$ cat config.mk
export PLATFORM = sky130hd
export DESIGN_NAME = dvfs_sequencer_flat
export DESIGN_NICKNAME = d
export VERILOG_FILES = /design/src/rtl/dvfs_sequencer_if.sv /design/src/rtl/dvfs_sequencer.sv /design/src/flat_wrapper.sv
export SDC_FILE = /design/constraint.sdc
export NUM_CORES = 1
export LEC_CHECK = 0
export ABC_AREA = 1
export CAP_MARGIN = 20
export CORE_MARGIN = 8
export CORE_UTILIZATION = 30
export CTS_CLUSTER_DIAMETER = 200
export DETAILED_ROUTE_END_ITERATION = 10
export GPL_TIMING_DRIVEN = 0
export PLACE_DENSITY_LB_ADDON = 0.3
export RECOVER_POWER = 100
export SYNTH_ARGS = -nofsm -noshare
export SYNTH_HDL_FRONTEND = slang
export SYNTH_SLANG_ARGS = --single-unit
$ cat constraint.sdc
create_clock -name clk -period 2.4 [get_ports clk]
set_clock_uncertainty 0.2 [all_clocks]
set_input_delay 0.48 -clock clk [delete_from_list [all_inputs] [get_ports clk]]
set_output_delay 0.48 -clock clk [all_outputs]
set_load 0.01 [all_outputs]
$ cat src/rtl/dvfs_sequencer_if.sv
// dvfs_sequencer_if: V/F control bus between the DPMU (master) and the dvfs_sequencer (slave).
// Request side: req_valid/req_ready handshake with tgt_v {vcore1,vcore2,vmem} and tgt_f {fcore1,fcore2,fmem}.
// thermal_trip is the emergency input. Status side: applied v_out/f_out codes, busy, done pulse, sticky tripped.
interface dvfs_sequencer_if;
  logic       req_valid;
  logic       req_ready;
  logic [5:0] tgt_v;
  logic [8:0] tgt_f;
  logic       thermal_trip;
  logic [5:0] v_out;
  logic [8:0] f_out;
  logic       busy;
  logic       done;
  logic       tripped;
  modport master (output req_valid, tgt_v, tgt_f, thermal_trip,
                  input  req_ready, v_out, f_out, busy, done, tripped);
  modport slave  (input  req_valid, tgt_v, tgt_f, thermal_trip,
                  output req_ready, v_out, f_out, busy, done, tripped);
endinterface

$ cat src/rtl/dvfs_sequencer.sv
// dvfs_sequencer: applies DPMU V/F targets in safe order (voltages up, frequencies, voltages down).
// Ports: clk, rst (sync, active-high), bus (dvfs_sequencer_if.slave) carrying the request handshake,
// targets, thermal_trip, applied v_out/f_out, busy, done and tripped.
// Optional emergency trip logic is built only when DVFS_EMERG_EN is defined.
module dvfs_sequencer #(
  parameter int V_SETTLE = 4,
  parameter int F_SETTLE = 2,
  parameter int CNT_W    = 4
) (
  input logic clk,
  input logic rst,
  dvfs_sequencer_if.slave bus
);
  typedef enum logic [2:0] {IDLE, V_UP, F_SET, V_DN, DONE} state_t;
  localparam logic [5:0] V_NORM = 6'b010101;
  localparam logic [8:0] F_NORM = 9'b010010010;
  state_t state_q, state_d;
  logic [CNT_W-1:0] cnt_q, cnt_d;
  logic [5:0] v_q, v_d, tv_q, tv_d, v_inc, v_dec;
  logic [8:0] f_q, f_d, tf_q, tf_d;
  logic done_q, done_d;
  // Look ahead to the first phase that still has work, so empty phases cost no cycles.
  // DONE is a closing cycle; the done pulse is registered out of it into the following IDLE cycle.
  function automatic state_t pick(input logic [5:0] v, tv, input logic [8:0] f, tf);
    logic up, dn;
    up = 1'b0;
    dn = 1'b0;
    for (int i = 0; i < 3; i++) begin
      up |= v[2*i+:2] < tv[2*i+:2];
      dn |= v[2*i+:2] > tv[2*i+:2];
    end
    return up ? V_UP : (f != tf) ? F_SET : dn ? V_DN : DONE;
  endfunction
  always_comb begin
    v_inc = v_q;
    v_dec = v_q;
    for (int i = 0; i < 3; i++) begin
      v_inc[2*i+:2] = v_q[2*i+:2] < tv_q[2*i+:2] ? v_q[2*i+:2] + 2'd1 : v_q[2*i+:2];
      v_dec[2*i+:2] = v_q[2*i+:2] > tv_q[2*i+:2] ? v_q[2*i+:2] - 2'd1 : v_q[2*i+:2];
    end
  end
`ifdef DVFS_EMERG_EN
  logic tripped_q, tripped_d;
`endif
  always_ff @(posedge clk) begin
    if (rst) begin
      state_q <= IDLE;
      cnt_q   <= '0;
      v_q     <= V_NORM;
      f_q     <= F_NORM;
      tv_q    <= V_NORM;
      tf_q    <= F_NORM;
      done_q  <= 1'b0;
    end else begin
      state_q <= state_d;
      cnt_q   <= cnt_d;
      v_q     <= v_d;
      f_q     <= f_d;
      tv_q    <= tv_d;
      tf_q    <= tf_d;
      done_q  <= done_d;
    end
  end
`ifdef DVFS_EMERG_EN
  always_ff @(posedge clk) tripped_q <= rst ? 1'b0 : tripped_d;
`endif
  // cnt_q == 0 inside a phase marks its update cycle; nonzero counts down the settle wait.
  always_comb begin
    state_d = state_q;
    cnt_d   = cnt_q;
    v_d     = v_q;
    f_d     = f_q;
    tv_d    = tv_q;
    tf_d    = tf_q;
    done_d  = 1'b0;
`ifdef DVFS_EMERG_EN
    tripped_d = tripped_q;
`endif
    if (state_q == IDLE) begin
      if (bus.req_valid) begin
        tv_d    = bus.tgt_v;
        tf_d    = bus.tgt_f;
        state_d = pick(v_q, bus.tgt_v, f_q, bus.tgt_f);
`ifdef DVFS_EMERG_EN
        tripped_d = 1'b0;
`endif
      end
    end else if (state_q == DONE) begin
      done_d  = 1'b1;
      state_d = IDLE;
    end else if (cnt_q == '0) begin
      v_d   = state_q == V_UP ? v_inc : state_q == V_DN ? v_dec : v_q;
      f_d   = state_q == F_SET ? tf_q : f_q;
      cnt_d = state_q == F_SET ? CNT_W'(F_SETTLE) : CNT_W'(V_SETTLE);
    end else begin
      cnt_d = cnt_q - 1'b1;
      if (cnt_q == CNT_W'(1)) state_d = pick(v_q, tv_q, f_q, tf_q);
    end
`ifdef DVFS_EMERG_EN
    if (bus.thermal_trip) begin
      f_d       = '0;
      state_d   = IDLE;
      cnt_d     = '0;
      done_d    = 1'b0;
      tripped_d = 1'b1;
    end
`endif
  end
  always_comb begin
    bus.req_ready = state_q == IDLE;
    bus.busy      = state_q != IDLE;
    bus.v_out     = v_q;
    bus.f_out     = f_q;
    bus.done      = done_q;
  end
`ifdef DVFS_EMERG_EN
  assign bus.tripped = tripped_q;
`else
  logic unused_trip;
  assign unused_trip = bus.thermal_trip;
  assign bus.tripped = 1'b0;
`endif
endmodule

$ cat src/flat_wrapper.sv
// flat-port wrapper written by rule: the top's interface ports become plain ports
module dvfs_sequencer_flat 
#(
  parameter int V_SETTLE = 4,
  parameter int F_SETTLE = 2,
  parameter int CNT_W    = 4
)
  (clk, rst, bus_req_valid, bus_tgt_v, bus_tgt_f, bus_thermal_trip, bus_req_ready, bus_v_out, bus_f_out, bus_busy, bus_done, bus_tripped);
  dvfs_sequencer_if bus_i ();
  input logic clk;
  input logic rst;
  input wire logic [$bits(bus_i.req_valid)-1:0] bus_req_valid;
  input wire logic [$bits(bus_i.tgt_v)-1:0] bus_tgt_v;
  input wire logic [$bits(bus_i.tgt_f)-1:0] bus_tgt_f;
  input wire logic [$bits(bus_i.thermal_trip)-1:0] bus_thermal_trip;
  output wire logic [$bits(bus_i.req_ready)-1:0] bus_req_ready;
  output wire logic [$bits(bus_i.v_out)-1:0] bus_v_out;
  output wire logic [$bits(bus_i.f_out)-1:0] bus_f_out;
  output wire logic [$bits(bus_i.busy)-1:0] bus_busy;
  output wire logic [$bits(bus_i.done)-1:0] bus_done;
  output wire logic [$bits(bus_i.tripped)-1:0] bus_tripped;
  assign bus_i.req_valid = bus_req_valid;
  assign bus_i.tgt_v = bus_tgt_v;
  assign bus_i.tgt_f = bus_tgt_f;
  assign bus_i.thermal_trip = bus_thermal_trip;
  assign bus_req_ready = bus_i.req_ready;
  assign bus_v_out = bus_i.v_out;
  assign bus_f_out = bus_i.f_out;
  assign bus_busy = bus_i.busy;
  assign bus_done = bus_i.done;
  assign bus_tripped = bus_i.tripped;
  dvfs_sequencer #(.V_SETTLE(V_SETTLE), .F_SETTLE(F_SETTLE), .CNT_W(CNT_W)) u_core (.clk(clk), .rst(rst), .bus(bus_i));
endmodule
## Word-level counts from Yosys, hierarchy flattened

Cells that the tools add are included.

| operators by class | value |
|---|---|
| equality and inequality tests | 12 |
| muxes and demuxes | 22 |
| $lt $le $gt $ge | 12 |
| bitwise gates (word level) | 10 |
| reduce and logical (&&, ||, !) cells | 16 |
| add/sub/neg operators | 7 |

Operators by type and width:

| kind | count |
|---|---|
| 3-bit two-way mux | 12 |
| 9-bit != test | 2 |
| 6-bit AND reduction | 3 |
| 2-bit greater-than comparator | 6 |
| 2-bit < comparator | 6 |
| 2-bit two-way mux | 6 |
| 6-bit two-way mux | 2 |
| 1-bit OR | 8 |
| 2-bit nonzero test | 4 |
| 2-bit by 1-bit adder with 2-bit output, second input constant | 3 |
| 3-bit by 2-bit equality test with 1-bit output, second input constant | 2 |
| 3-bit nonzero test | 2 |
| 2-bit by 1-bit subtractor with 2-bit output, second input constant | 3 |
| 4-bit by 1-bit equality test with 1-bit output, second input constant | 1 |
| 4-bit logical NOT | 1 |
| 4-bit two-way mux | 1 |
| 2-bit by 1-bit != test with 1-bit output, second input constant | 2 |
| 2-bit != test, second input constant | 2 |
| 2-bit AND reduction | 2 |
| 4-bit AND reduction | 1 |
| 4-bit by 1-bit subtractor with 4-bit output, second input constant | 1 |
| 3-bit by 1-bit equality test with 1-bit output, second input constant | 1 |
| 3-bit equality test, second input constant | 1 |
| 3-bit logical NOT | 1 |
| other kinds (5) | 6 |

| storage, ports and cells | value |
|---|---|
| output and inout port bits | 19 |
| bits in registers | 38 |
| word-level logic and storage cells | 88 |

## Longest topological paths before layout

Gate-level depths: netlist of run 1.

| depth | value |
|---|---|
| depth after elaboration | 10 |
| depth in mapped cells | 13 |
| depth with buffers taken out | 13 |

## Least setup slack after synthesis of run 1

Ideal clock, no wire load.

| timing path | value |
|---|---|
| kind | input -> register |
| start point | input bus_tgt_v[3] |
| end point | register u_core.state_q[0] |
| setup slack | 0.659 ns |
| library setup time | 0.070 ns |
| data arrival time | 1.471 ns |
| buffers on the path | 0 |
| stages on the path | 12 |
| path through | inv_1 -> ha_1 -> inv_1 -> o21bai_1 -> nand2_1 -> nand3_1 -> nand3_1 -> nand2_1 -> nand2_1 -> nand2_1 -> nand2_1 -> a21oi_1 |

| between the ends | value |
|---|---|
| word-level cells in the longest chain between the ends | 8 |
| elaborated cells on any way between the ends | 11 |

RTL lines:

| what | RTL line | RTL |
|---|---|---|
| start, declared | flat_wrapper.sv:13 | `input wire logic [$bits(bus_i.tgt_v)-1:0] bus_tgt_v;` |
| 2-bit greater-than comparator | dvfs_sequencer.sv:30 | `dn \|= v[2*i+:2] > tv[2*i+:2];` |
| 1-bit OR (2 in a row) | dvfs_sequencer.sv:30 |  |
| 3-bit two-way mux (2 in a row) | dvfs_sequencer.sv:32 | `return up ? V_UP : (f != tf) ? F_SET : dn ? V_DN : DONE;` |
| 3-bit two-way mux (*) | dvfs_sequencer.sv:32 |  |
| 3-bit two-way mux (*) | dvfs_sequencer.sv:80 | `if (bus.req_valid) begin` |
| 3-bit two-way mux (*) | dvfs_sequencer.sv:79 | `if (state_q == IDLE) begin` |
| end signal, assigned | dvfs_sequencer.sv:55 | `state_q <= state_d;` |
| end, declared | dvfs_sequencer.sv:17 | `state_t state_q, state_d;` |

Mark *: on every way between the ends. The rest lies on a longest branch, timed or not. The select of a mux whose other input is x is not followed.
A chain may end at the register's enable or synchronous reset.

## Worst setup path in the final report of run 1

| timing path | value |
|---|---|
| start point | register u_core.state_q[0] |
| end point | output bus_busy |

| between the ends | value |
|---|---|
| word-level cells in the longest chain between the ends | 1 |

RTL lines:

| what | RTL line | RTL |
|---|---|---|
| 3-bit nonzero test | dvfs_sequencer.sv:111 | `bus.busy = state_q != IDLE;` |
| end, declared | flat_wrapper.sv:19 | `output wire logic [$bits(bus_i.busy)-1:0] bus_busy;` |

No other way between the ends.

==> results of run 1 <==
area by class of cell:
cell class | instances | area (um^2)
inverters | 47 | 179
plain buffers | 9 | 43.8
flip-flops and latches | 38 | 762
multi-input cells | 229 | 1250
clock buffers | 6 | 82.6
clock inverters | 1 | 30.0
well taps | 99 | 124
fillers | 819 | 4470
repair buffers | 36 | 355
how the worst min path moves through the flow:
stage / from / endpoint / slack, ns / cells past startpoint
floorplan: u_core.tv_q[1] / u_core.tv_q[1] / 0.23 / 2
global placement: u_core.tv_q[1] / u_core.tv_q[1] / 0.25 / 2
detailed placement: u_core.tv_q[5] / u_core.tv_q[5] / 0.26 / 2
CTS: u_core.tv_q[5] / u_core.tv_q[5] / 0.27 / 2
global route: u_core.tv_q[5] / u_core.tv_q[5] / 0.30 / 2
finish: u_core.tv_q[5] / u_core.tv_q[5] / 0.26 / 2
placed cells by master (no fill, tap or decap), drive strengths merged, types with 3 or more instances in the layout:
cell and n:
nand2 83, inv 47, dfxtp 38, o21ai 29, nor2 28, a21oi 24, nand3 22, clkdlybuf4s50 18
dlygate4sd3 16, ha 15, clkbuf 13, xnor2 11, o21bai 4, buf 4, nor3 3, or2 3
per-stage QoR:
step / hold slack (ns) / setup WS, ns / util (%) / instances
after floorplan: 0.233 / 0.659 / - / 323
after global placement: 0.246 / -0.0542 / 37.6 / 456
after detailed placement: 0.255 / -0.0936 / 37.6 / 456
after CTS: 0.267 / 0.0360 / 39.2 / 463
after global routing: 0.298 / 0.0421 / 38.7 / 465
final: 0.263 / 0.120 / 38.7 / 465
metal layers:
| metal | GRT usage [%] | wire, um |
|---|---|---|
| met1 | 14.2 | 2710 |
| met3 | 3.35 | 318 |
| met2 | 19.9 | 2760 |
| met4 | 3.67 | 57 |
| met5 | 0 | 0 |
flip-flops by register name (all words and copies together), names as in the netlist:
| name | cells |
|---|---|
| u_core.cnt_q | 4 |
| u_core.bus.done | 1 |
| u_core.tv_q | 6 |
| u_core.state_q | 3 |
| u_core.tf_q | 9 |
| u_core.bus.f_out | 9 |
| u_core.bus.v_out | 6 |
cells by family (layout without fill, tap and decap cells):
| logic type | Yosys count | count (layout) | share of synthesized area [%] |
|---|---|---|---|
| other | 1 | 1 | 0.164 |
| buffers and inverters | 56 | 99 | 10.4 |
| AOI/OAI and AO/OA | 60 | 60 | 14.3 |
| adders and majority gates | 15 | 15 | 8.23 |
| and+or+nand+nor | 141 | 141 | 28.9 |
| xor gates and xnor gates | 12 | 12 | 4.61 |
| DFF | 38 | 38 | 33.4 |
where the power goes:
group	switching, mW	leakage (nW)	total, mW	internal [mW]
sequential	0.172	0.312	0.993	0.821
clock	0.234	0.0573	0.566	0.333
combinational	0.905	0.941	1.55	0.643
total	1.31	1.31	3.11	1.80
what timing repair did:
action	in CTS	in global routing
endpoints found under the hold margin	0	0
cloned	0	0
setup endpoints to repair	2	2
buffers inserted	0	2
resized for setup	1	1
pin swaps	0	1
critical path: stages, from the launching register on:
cell and delay [ns]:
dfxtp_2 0.43, nor2_4 0.08, inv_4 0.12, nor2_8 0.05
inv_2 0.09, clkdlybuf4s50_1 0.54
==> run_results.csv, run 1 <==
group,metric,value,unit
logic_synthesis,async_flop_share,0,%
routing,drc,0,
global_routing,grt_pass1_vias,2080,
global_routing,grt_max_degree,12,
logic_synthesis,synth_area_leaders,"dfxtp_1 33%, nand2_1 14%, ha_1 8.2%, inv_1 6.9%, o21ai_0 5.3%",
clock_network,h-tree-depth,2,
worst_setup_path,critPathCaptureType,"output pin",
sta,tightestPinTransition,0.594,ns
routing,drt_iter0_markers,84,
worst_setup_path,worstPathMaxFanout,8,
finish,syn_to_final_growth,23.8,%
logic_synthesis,synth_seq_cells,38,
logic_synthesis,netlist_instances,323,
logic_synthesis,netlist.area_leader.share,33.4,%
worst_setup_path,critPathLaunch,"u_core.state_q[0]",
global_routing,grt_pass1_wl,9730,um
die,coreArea,0.00729,mm^2
logic_synthesis,syn-num-nets,357,
placed_design,post_dp_cell_area,0.00274,mm^2
die,fp.dieW,103,um
sta,rsz0062_at_grt,"false",
sta,maxSlewViolCount,0,
clock_network,hold_buffers,0,
global_routing,grt_overflow,0,
logic_synthesis,ys_types,32,
clock_network,clk_pin_slew,0.08,ns
worst_setup_path,endpoint,"bus_busy",
pwr,powerDensity,1100,mW/mm^2
logic_synthesis,yosysMostFrequentCell,"nand2_1",
global_routing,track_usage,11.8,%
global_routing,grt_antenna_before_repair,0,
worst_setup_path,critPathLaunchType,"flip-flop",
placed_design,port_buffers,34,
logic_synthesis,syn_area_per_cell,7.06,um^2
logic_synthesis,synth-edff-count,0,
finish,design_area,0.00282,mm^2
worst_setup_path,reg2reg_from,"u_core.cnt_q[0]",
logic_synthesis,yosysWarnings,0,
die,fp.dieArea,0.0106,mm^2
sta,max_slew_margin,60.4,%
routing,wl_per_cell,12.6,um
worst_setup_path,rr_worst_depth,9,
flow_run,cap_violations,0,
placed_design,gp_congestion,0.794,
sta,tns,0,ns
routing,firstDrtPassIters,4,
logic_synthesis,yosysSeqAreaShare,33.4,%
routing,via_per_inst,4.54,
sta,setup_viol_count_final,0,
routing,antenna_left,0,
logic_synthesis,synth_area,0.00228,mm^2
outcome,status,"completed",
worst_setup_path,required,1.72,ns
clock_network,cts_sinks,38,
placed_design,dp_hpwl,4380,um
sta,max_freq,439,MHz
sta,period_share,95.0,%
clock_network,cts_buffers,5,
pwr,irDropWorstVdd,0.000306,V
clock_network,root_buffer,"clkbuf_8",
finish,drive_gt1_share,7.10,%
clock_network,cts.path.max_buffers,2,
routing,routed_wl,5840,um
die,die_y,103,um
hold_path,min_path_type,"flip-flop to flip-flop",
finish,antennaDiodeCount,0,
worst_setup_path,arrival,1.60,ns
finish,final_nets,400,
pwr,fin_total_pwr,3.11,mW
die,ioPinCount,38,
worst_setup_path,r2r_setup_slack,0.29,ns
logic_synthesis,synthTopCellsByCount,"82 x nand2_1, 42 x inv_1, 38 x dfxtp_1",
routing,dr_total_vias,2111,
logic_synthesis,synth_top_area_cell,"dfxtp_1",
sta,fin_crit,2.28,ns
die,core.rowCount,31,
clock_network,clock_latency,0.29,ns
clock_network,cts_tree,"done",
worst_setup_path,r2r_end,"u_core.bus.v_out[3]",
die,start_util,31.3,%
logic_synthesis,synthFlopType,"dfxtp_1",
pwr,leakagePower,1.31,nW
sta,hold_viol,0,
worst_setup_path,critPathKind,"flip-flop to output pin",
Power figures use the tool's default switching activity.
==> run 2: changes to the inputs <==
ABC_AREA = unset   (was 1)
==> run 2 against run 1 <==
Effect of this change: the run now ends with setup timing left; core utilization up 0.51 points; cell area fell by 1.4%; register-to-register slack worse by 0.31 ns; combinational power down 17%; total power fell by 14%; final cell count fell by 14%.
==> run_results.csv, run 2 <==
group,metric,value,unit
sta,setup_viol_count_final,1,
global_routing,grt_pass1_wl,8990,um
logic_synthesis,synth_area_leaders,"dfxtp_1 35%, ha_1 8.7%, nand2_1 6.6%, xor2_1 6.1%, xnor2_1 4.5%",
pwr,leakagePower,1.20,nW
worst_setup_path,cpPeakStageDelay,0.61,ns
finish,regArea,761,um^2
routing,antenna_left,0,
logic_synthesis,synthMuxAreaShare,2.78,%
logic_synthesis,synth_top_family_by_area,"simple AND/OR/NAND/NOR gates",
finish,design_area,0.00278,mm^2
logic_synthesis,syn_area_per_cell,8.44,um^2
logic_synthesis,yosys.area_share.simple,24.9,%
finish,syn_to_final_growth,28.9,%
die,core.rowCount,31,
worst_setup_path,cp_slowest_cell,"nor4b_1",
sta,holdWs,0.258,ns
worst_setup_path,critPathKind,"flip-flop to flip-flop",
outcome,status,"complete, but fails checks",
finish,final_nets,333,
routing,drt_iter0_markers,135,
clock_network,cts_buffers,5,
logic_synthesis,synth-edff-count,0,
sta,fin_ws,-0.0192,ns
placed_design,gp_congestion,0.767,
worst_setup_path,critPathCaptureType,"flip-flop",
pwr,fin_total_pwr,2.66,mW
routing,wl_per_cell,13.4,um
worst_setup_path,worst-path-buf-inv,1,
hold_path,worstHoldPathCells,2,
sta,hold_viol,0,
die,fp.dieArea,0.0102,mm^2
logic_synthesis,synth_area,0.00216,mm^2
placed_design,dp_hpwl,4060,um
logic_synthesis,synthFlopType,"dfxtp_1",
placed_design,post_dp_cell_area,0.00263,mm^2
placed_design,port_buffers,35,
logic_synthesis,ys_types,45,
logic_synthesis,synthTopCellsByCount,"38 x dfxtp_1, 38 x nand2_1, 20 x nor2_1",
routing,routed_wl,5360,um
logic_synthesis,async_flop_share,0,%
finish,final_cell_mix,"38 x nand2_1, 38 x dfxtp_1, 20 x nor2_1",
clock_network,cts_sinks,38,
logic_synthesis,synth_compound_area_share,11.6,%
logic_synthesis,yosysSeqAreaShare,35.2,%
logic_synthesis,synth_xor_area_share,11.3,%
finish,nFillCells,739,
worst_setup_path,crit_chain,"inv_1, ha_1, nor4b_1, o21ai_0, a21oi_1, nand4_1, o311ai_1",
die,coreArea,0.00710,mm^2
pwr,powerDensity,955,mW/mm^2
logic_synthesis,netlist_instances,256,
die,fp.dieW,101,um
clock_network,clk_pin_slew,0.08,ns
global_routing,grt_pass1_vias,1854,
outcome,violations,"setup timing",
placed_design,place_inst,390,
worst_setup_path,cp_top_family,"simple AND/OR/NAND/NOR gates",
worst_setup_path,crit_cells,7,
routing,via_per_inst,4.60,
sta,fin_crit,2.42,ns
sta,maxSlewViolCount,0,
logic_synthesis,syn-num-nets,290,
clock_network,root_buffer,"clkbuf_8",
finish,multi_input_area,0.00133,mm^2
routing,dr_total_vias,1834,
sta,rsz0062_at_grt,"true",
global_routing,grt_overflow,0,
flow_run,cap_violations,0,
finish,drive_gt1_share,10.7,%
pwr,irDropWorstVdd,0.000316,V
sta,max_slew_margin,52.5,%
global_routing,grt_max_degree,13,
sta,tightestPinTransition,0.702,ns
clock_network,cts.path.max_buffers,2,
routing,drc,0,
worst_setup_path,arrival,2.42,ns
sta,max_freq,413,MHz
die,start_util,30.4,%
sta,period_share,101,%
die,ioPinCount,38,
routing,firstDrtPassIters,4,
clock_network,hold_buffers,0,
die,die_y,101,um
worst_setup_path,required,2.40,ns
clock_network,clock_latency,0.29,ns
logic_synthesis,synth_top_area_cell,"dfxtp_1",
logic_synthesis,synth_seq_cells,38,
global_routing,track_usage,11.3,%
logic_synthesis,netlist.area_leader.share,35.2,%
clock_network,cts_tree,"done",
logic_synthesis,synthAdderAreaFrac,8.69,%
hold_path,min_path_type,"flip-flop to flip-flop",
finish,antennaDiodeCount,0,
worst_setup_path,worstPathMaxFanout,5,
finish,instances_no_fill,399,
worst_setup_path,critPathLaunchType,"flip-flop",
logic_synthesis,yosysWarnings,0,
global_routing,grt_antenna_before_repair,0,
clock_network,h-tree-depth,2,
worst_setup_path,rr_worst_depth,7,
## run 2: cell count changes in the layout (fill, tap and decap cells not counted), sizes merged, moves of 6 or more
cell	delta
nor2	-6
nand3	-21
nor3	+6
a21oi	-6
o21ai	-25
inv	-31
xor2	+15
mux2i	+6
and2	+6
nand2	-45
## run 2: routing by layer
layer  vias to the layer above  global-route usage (%)  routed length, um  share of wire (%)
li1                        947                       -                  -                  -
met1                       840                    13.8               2530                 47
met2                        40                    18.4               2460                 46
met3                         7                    2.90                281                5.2
met4                         0                    4.65                 89                1.7
met5                         -                       0                  0                  0
## run 2: kinds of logic after synthesis
logic type / after synthesis
flip-flops: 38
adder cells (fa/ha/maj): 15
other: 1
XOR/XNOR: 27
multiplexers: 6
AO/OA/AOI/OAI: 38
AND/OR/NAND/NOR: 104
buffers and inverters: 27
## run 2: timing repair
item | CTS | global route
pin swaps | 2 | 1
setup endpoints to repair | 3 | 16
gates cloned | 0 | 0
setup buffers | 1 | 0
gates resized for setup | 7 | 3
## run 2: layout make-up
cell class	instances	share of cell area, %
plain buffers	11	2.02
inverters	16	2.16
repair buffers	36	12.8
clock buffers	6	2.97
flip-flops and latches	38	27.3
clock inverters	2	0.449
multi-input cells	191	47.8
well taps	99	4.45
## run 2: worst paths after layout
check / startpoint / endpoint / slack [ns]
worst max register to register: u_core.cnt_q[0] / u_core.state_q[1] / -0.02
worst min register to register: u_core.tv_q[5] / u_core.tv_q[5] / 0.26
worst max-delay path: u_core.cnt_q[0] / u_core.state_q[1] / -0.02
worst min-delay path: u_core.tv_q[5] / u_core.tv_q[5] / 0.26
## run 2: through the flow
| step | util (%) | setup TNS [ns] | worst slack [ns] |
|---|---|---|---|
| after detailed placement | 37.1 | -1.49 | -0.448 |
| after floorplan | - | 0 | 0.138 |
| after global routing | 39.2 | -1.78 | -0.237 |
| after global placement | 37.1 | -1.33 | -0.411 |
| final | 39.2 | -0.0192 | -0.0192 |
| after CTS | 38.9 | 0 | 0.00261 |
## run 2: power breakdown
group | internal, mW | switching (mW)
clock | 0.231 | 0.241
sequential | 0.773 | 0.137
combinational | 0.580 | 0.696
## run 2: tightest hold or removal path, stage by stage, from the launching register on
cell and delay [ns]:
dfxtp_1 0.31, nand2_1 0.05, a21oi_1 0.05
==> run 3: changes to the inputs <==
CORE_MARGIN = unset   (was 8)
==> run 3 against run 2 <==
Effect of this change: the flow now finishes without violations; combinational power up 6%; via count up 0.49%; setup slack better by 0.053 ns; total power up 10%; clock-buffer cell count down 1; critical endpoint unchanged; largest cell class unchanged; highest routed layer unchanged.
==> run_results.csv, run 3 (synthesized netlist as in run 2, its figures left out) <==
group,metric,value,unit
outcome,status,"completed",
global_routing,grt_max_degree,14,
clock_network,cts_buffers,5,
hold_path,whs_endpoint,"u_core.tv_q[5]",
routing,dr_total_vias,1843,
finish,design_area,0.00287,mm^2
worst_setup_path,critPathCaptureType,"flip-flop",
routing,via_per_inst,4.62,
global_routing,grt_overflow,0,
finish,syn_to_final_growth,33.1,%
worst_setup_path,r2r_setup_slack,0.15,ns
sta,holdWs,0.261,ns
pwr,leakagePower,1.25,nW
clock_network,root_buffer,"clkbuf_8",
sta,period_share,98.6,%
placed_design,place_inst,387,
sta,setup_viol_count_final,0,
hold_path,worstHoldPathCells,2,
global_routing,grt_use_met1,19.3,%
die,fp.dieW,86.8,um
global_routing,grt_pass1_wl,8420,um
pwr,powerDensity,1020,mW/mm^2
clock_network,clk_pin_slew,0.08,ns
finish,final_cell_mix,"38 x nand2_1, 36 x dfxtp_1, 20 x nor2_1",
placed_design,post_dp_cell_area,0.00263,mm^2
die,die_y,86.8,um
finish,drive_gt1_share,13.9,%
placed_design,port_buffers,35,
clock_network,cts.path.max_buffers,2,
finish,antennaDiodeCount,0,
routing,firstDrtPassIters,4,
global_routing,grtUsageMet2,24.1,%
routing,drt_iter0_markers,102,
finish,final_nets,336,
hold_path,min_path_type,"flip-flop to flip-flop",
die,core.rowCount,30,
clock_network,cts_tree,"done",
global_routing,top_usage_layer,"met2",
flow_run,cap_violations,0,
worst_setup_path,reg2reg_from,"u_core.bus.v_out[0]",
routing,drc,0,
worst_setup_path,critPathKind,"input pin to flip-flop",
finish,final_common_cell,"nand2_1",
routing,antenna_left,0,
sta,fin_crit,2.37,ns
placed_design,dp_hpwl,3820,um
finish,nFillCells,685,
die,fp.dieArea,0.00754,mm^2
die,ioPinCount,38,
sta,tightestPinTransition,0.700,ns
sta,hold_viol,0,
worst_setup_path,required,2.37,ns
routing,wl_per_cell,13.2,um
sta,max_freq,423,MHz
clock_network,clock_latency,0.30,ns
worst_setup_path,arrival,2.34,ns
worst_setup_path,worstPathMaxFanout,2,
global_routing,track_usage,14.8,%
global_routing,grt_antenna_before_repair,0,
global_routing,met3_usage,3.43,%
sta,max_slew_margin,53.3,%
global_routing,grt_pass1_vias,1724,
finish,instances_no_fill,399,
placed_design,gp_congestion,0.782,
sta,maxSlewViolCount,0,
clock_network,cts_sinks,38,
hold_path,hp-start,"u_core.tv_q[5]",
die,coreArea,0.00687,mm^2
routing,routed_wl,5260,um
worst_setup_path,r2r_end,"u_core.state_q[1]",
pwr,irDropWorstVdd,0.000354,V
clock_network,h-tree-depth,2,
worst_setup_path,critPathLaunchType,"input pin",
worst_setup_path,rr_worst_depth,8,
die,start_util,31.4,%
## run 3: repair_timing
action | CTS | global route
setup endpoints to repair | 4 | 4
pin swaps | 4 | 3
buffers inserted | 3 | 1
gates resized for setup | 8 | 12
hold buffers | 0 | 0
## run 3: worst max-delay path by stage
stage	endpoint	start	slack, ns
after floorplan	u_core.state_q[1]	u_core.bus.v_out[2]	0.14
after global placement	u_core.state_q[2]	bus_tgt_v[1]	-0.43
after detailed placement	u_core.state_q[2]	bus_tgt_v[1]	-0.40
after CTS	u_core.state_q[2]	bus_tgt_v[3]	-0.002
after global routing	u_core.state_q[1]	u_core.bus.v_out[0]	-0.008
final	u_core.state_q[1]	bus_tgt_v[3]	0.03
## run 3: per-stage QoR
stage / total power [mW] / utilization (%) / worst slack [ns] / TNS, ns
after CTS: 2.89 / 40.9 / -0.00215 / -0.00215
after global placement: 2.16 / 38.3 / -0.431 / -1.67
after detailed placement: 2.18 / 38.3 / -0.403 / -1.77
after floorplan: 1.79 / - / 0.138 / 0
after global routing: 3.15 / 41.8 / -0.00789 / -0.00789
final: 2.93 / 41.8 / 0.0343 / 0
## run 3: cell type report
cell class | count | area [um^2] | area share, %
Clock buffer | 5 | 68.8 | 2.39
Buffer | 11 | 56.3 | 1.96
Timing Repair Buffer | 39 | 378 | 13.1
Sequential cell | 38 | 763 | 26.6
Tap cell | 96 | 120 | 4.18
Multi-Input combinational cell | 191 | 1360 | 47.3
Inverter | 16 | 60.1 | 2.09
Clock inverter | 3 | 68.8 | 2.39
## run 3: per-layer routing
metal,vias up,share of wire [%]
met3,5,4.6
met1,835,48
met2,46,46
li1,957,-
met4,0,1.4
met5,-,0
## run 3: critical path, stage by stage
cell and delay, ns:
clkdlybuf4s50_1 0.49, inv_1 0.08, ha_4 0.22, a21oi_2 0.20
o221ai_2 0.15, or4_4 0.50, nand4_1 0.12, o311ai_1 0.10
## run 3: report_power, final
part	internal [mW]	switching, mW	total, mW
logic	0.620	0.735	1.36
registers	0.773	0.138	0.912
clock network	0.417	0.248	0.665
total	1.81	1.12	2.93
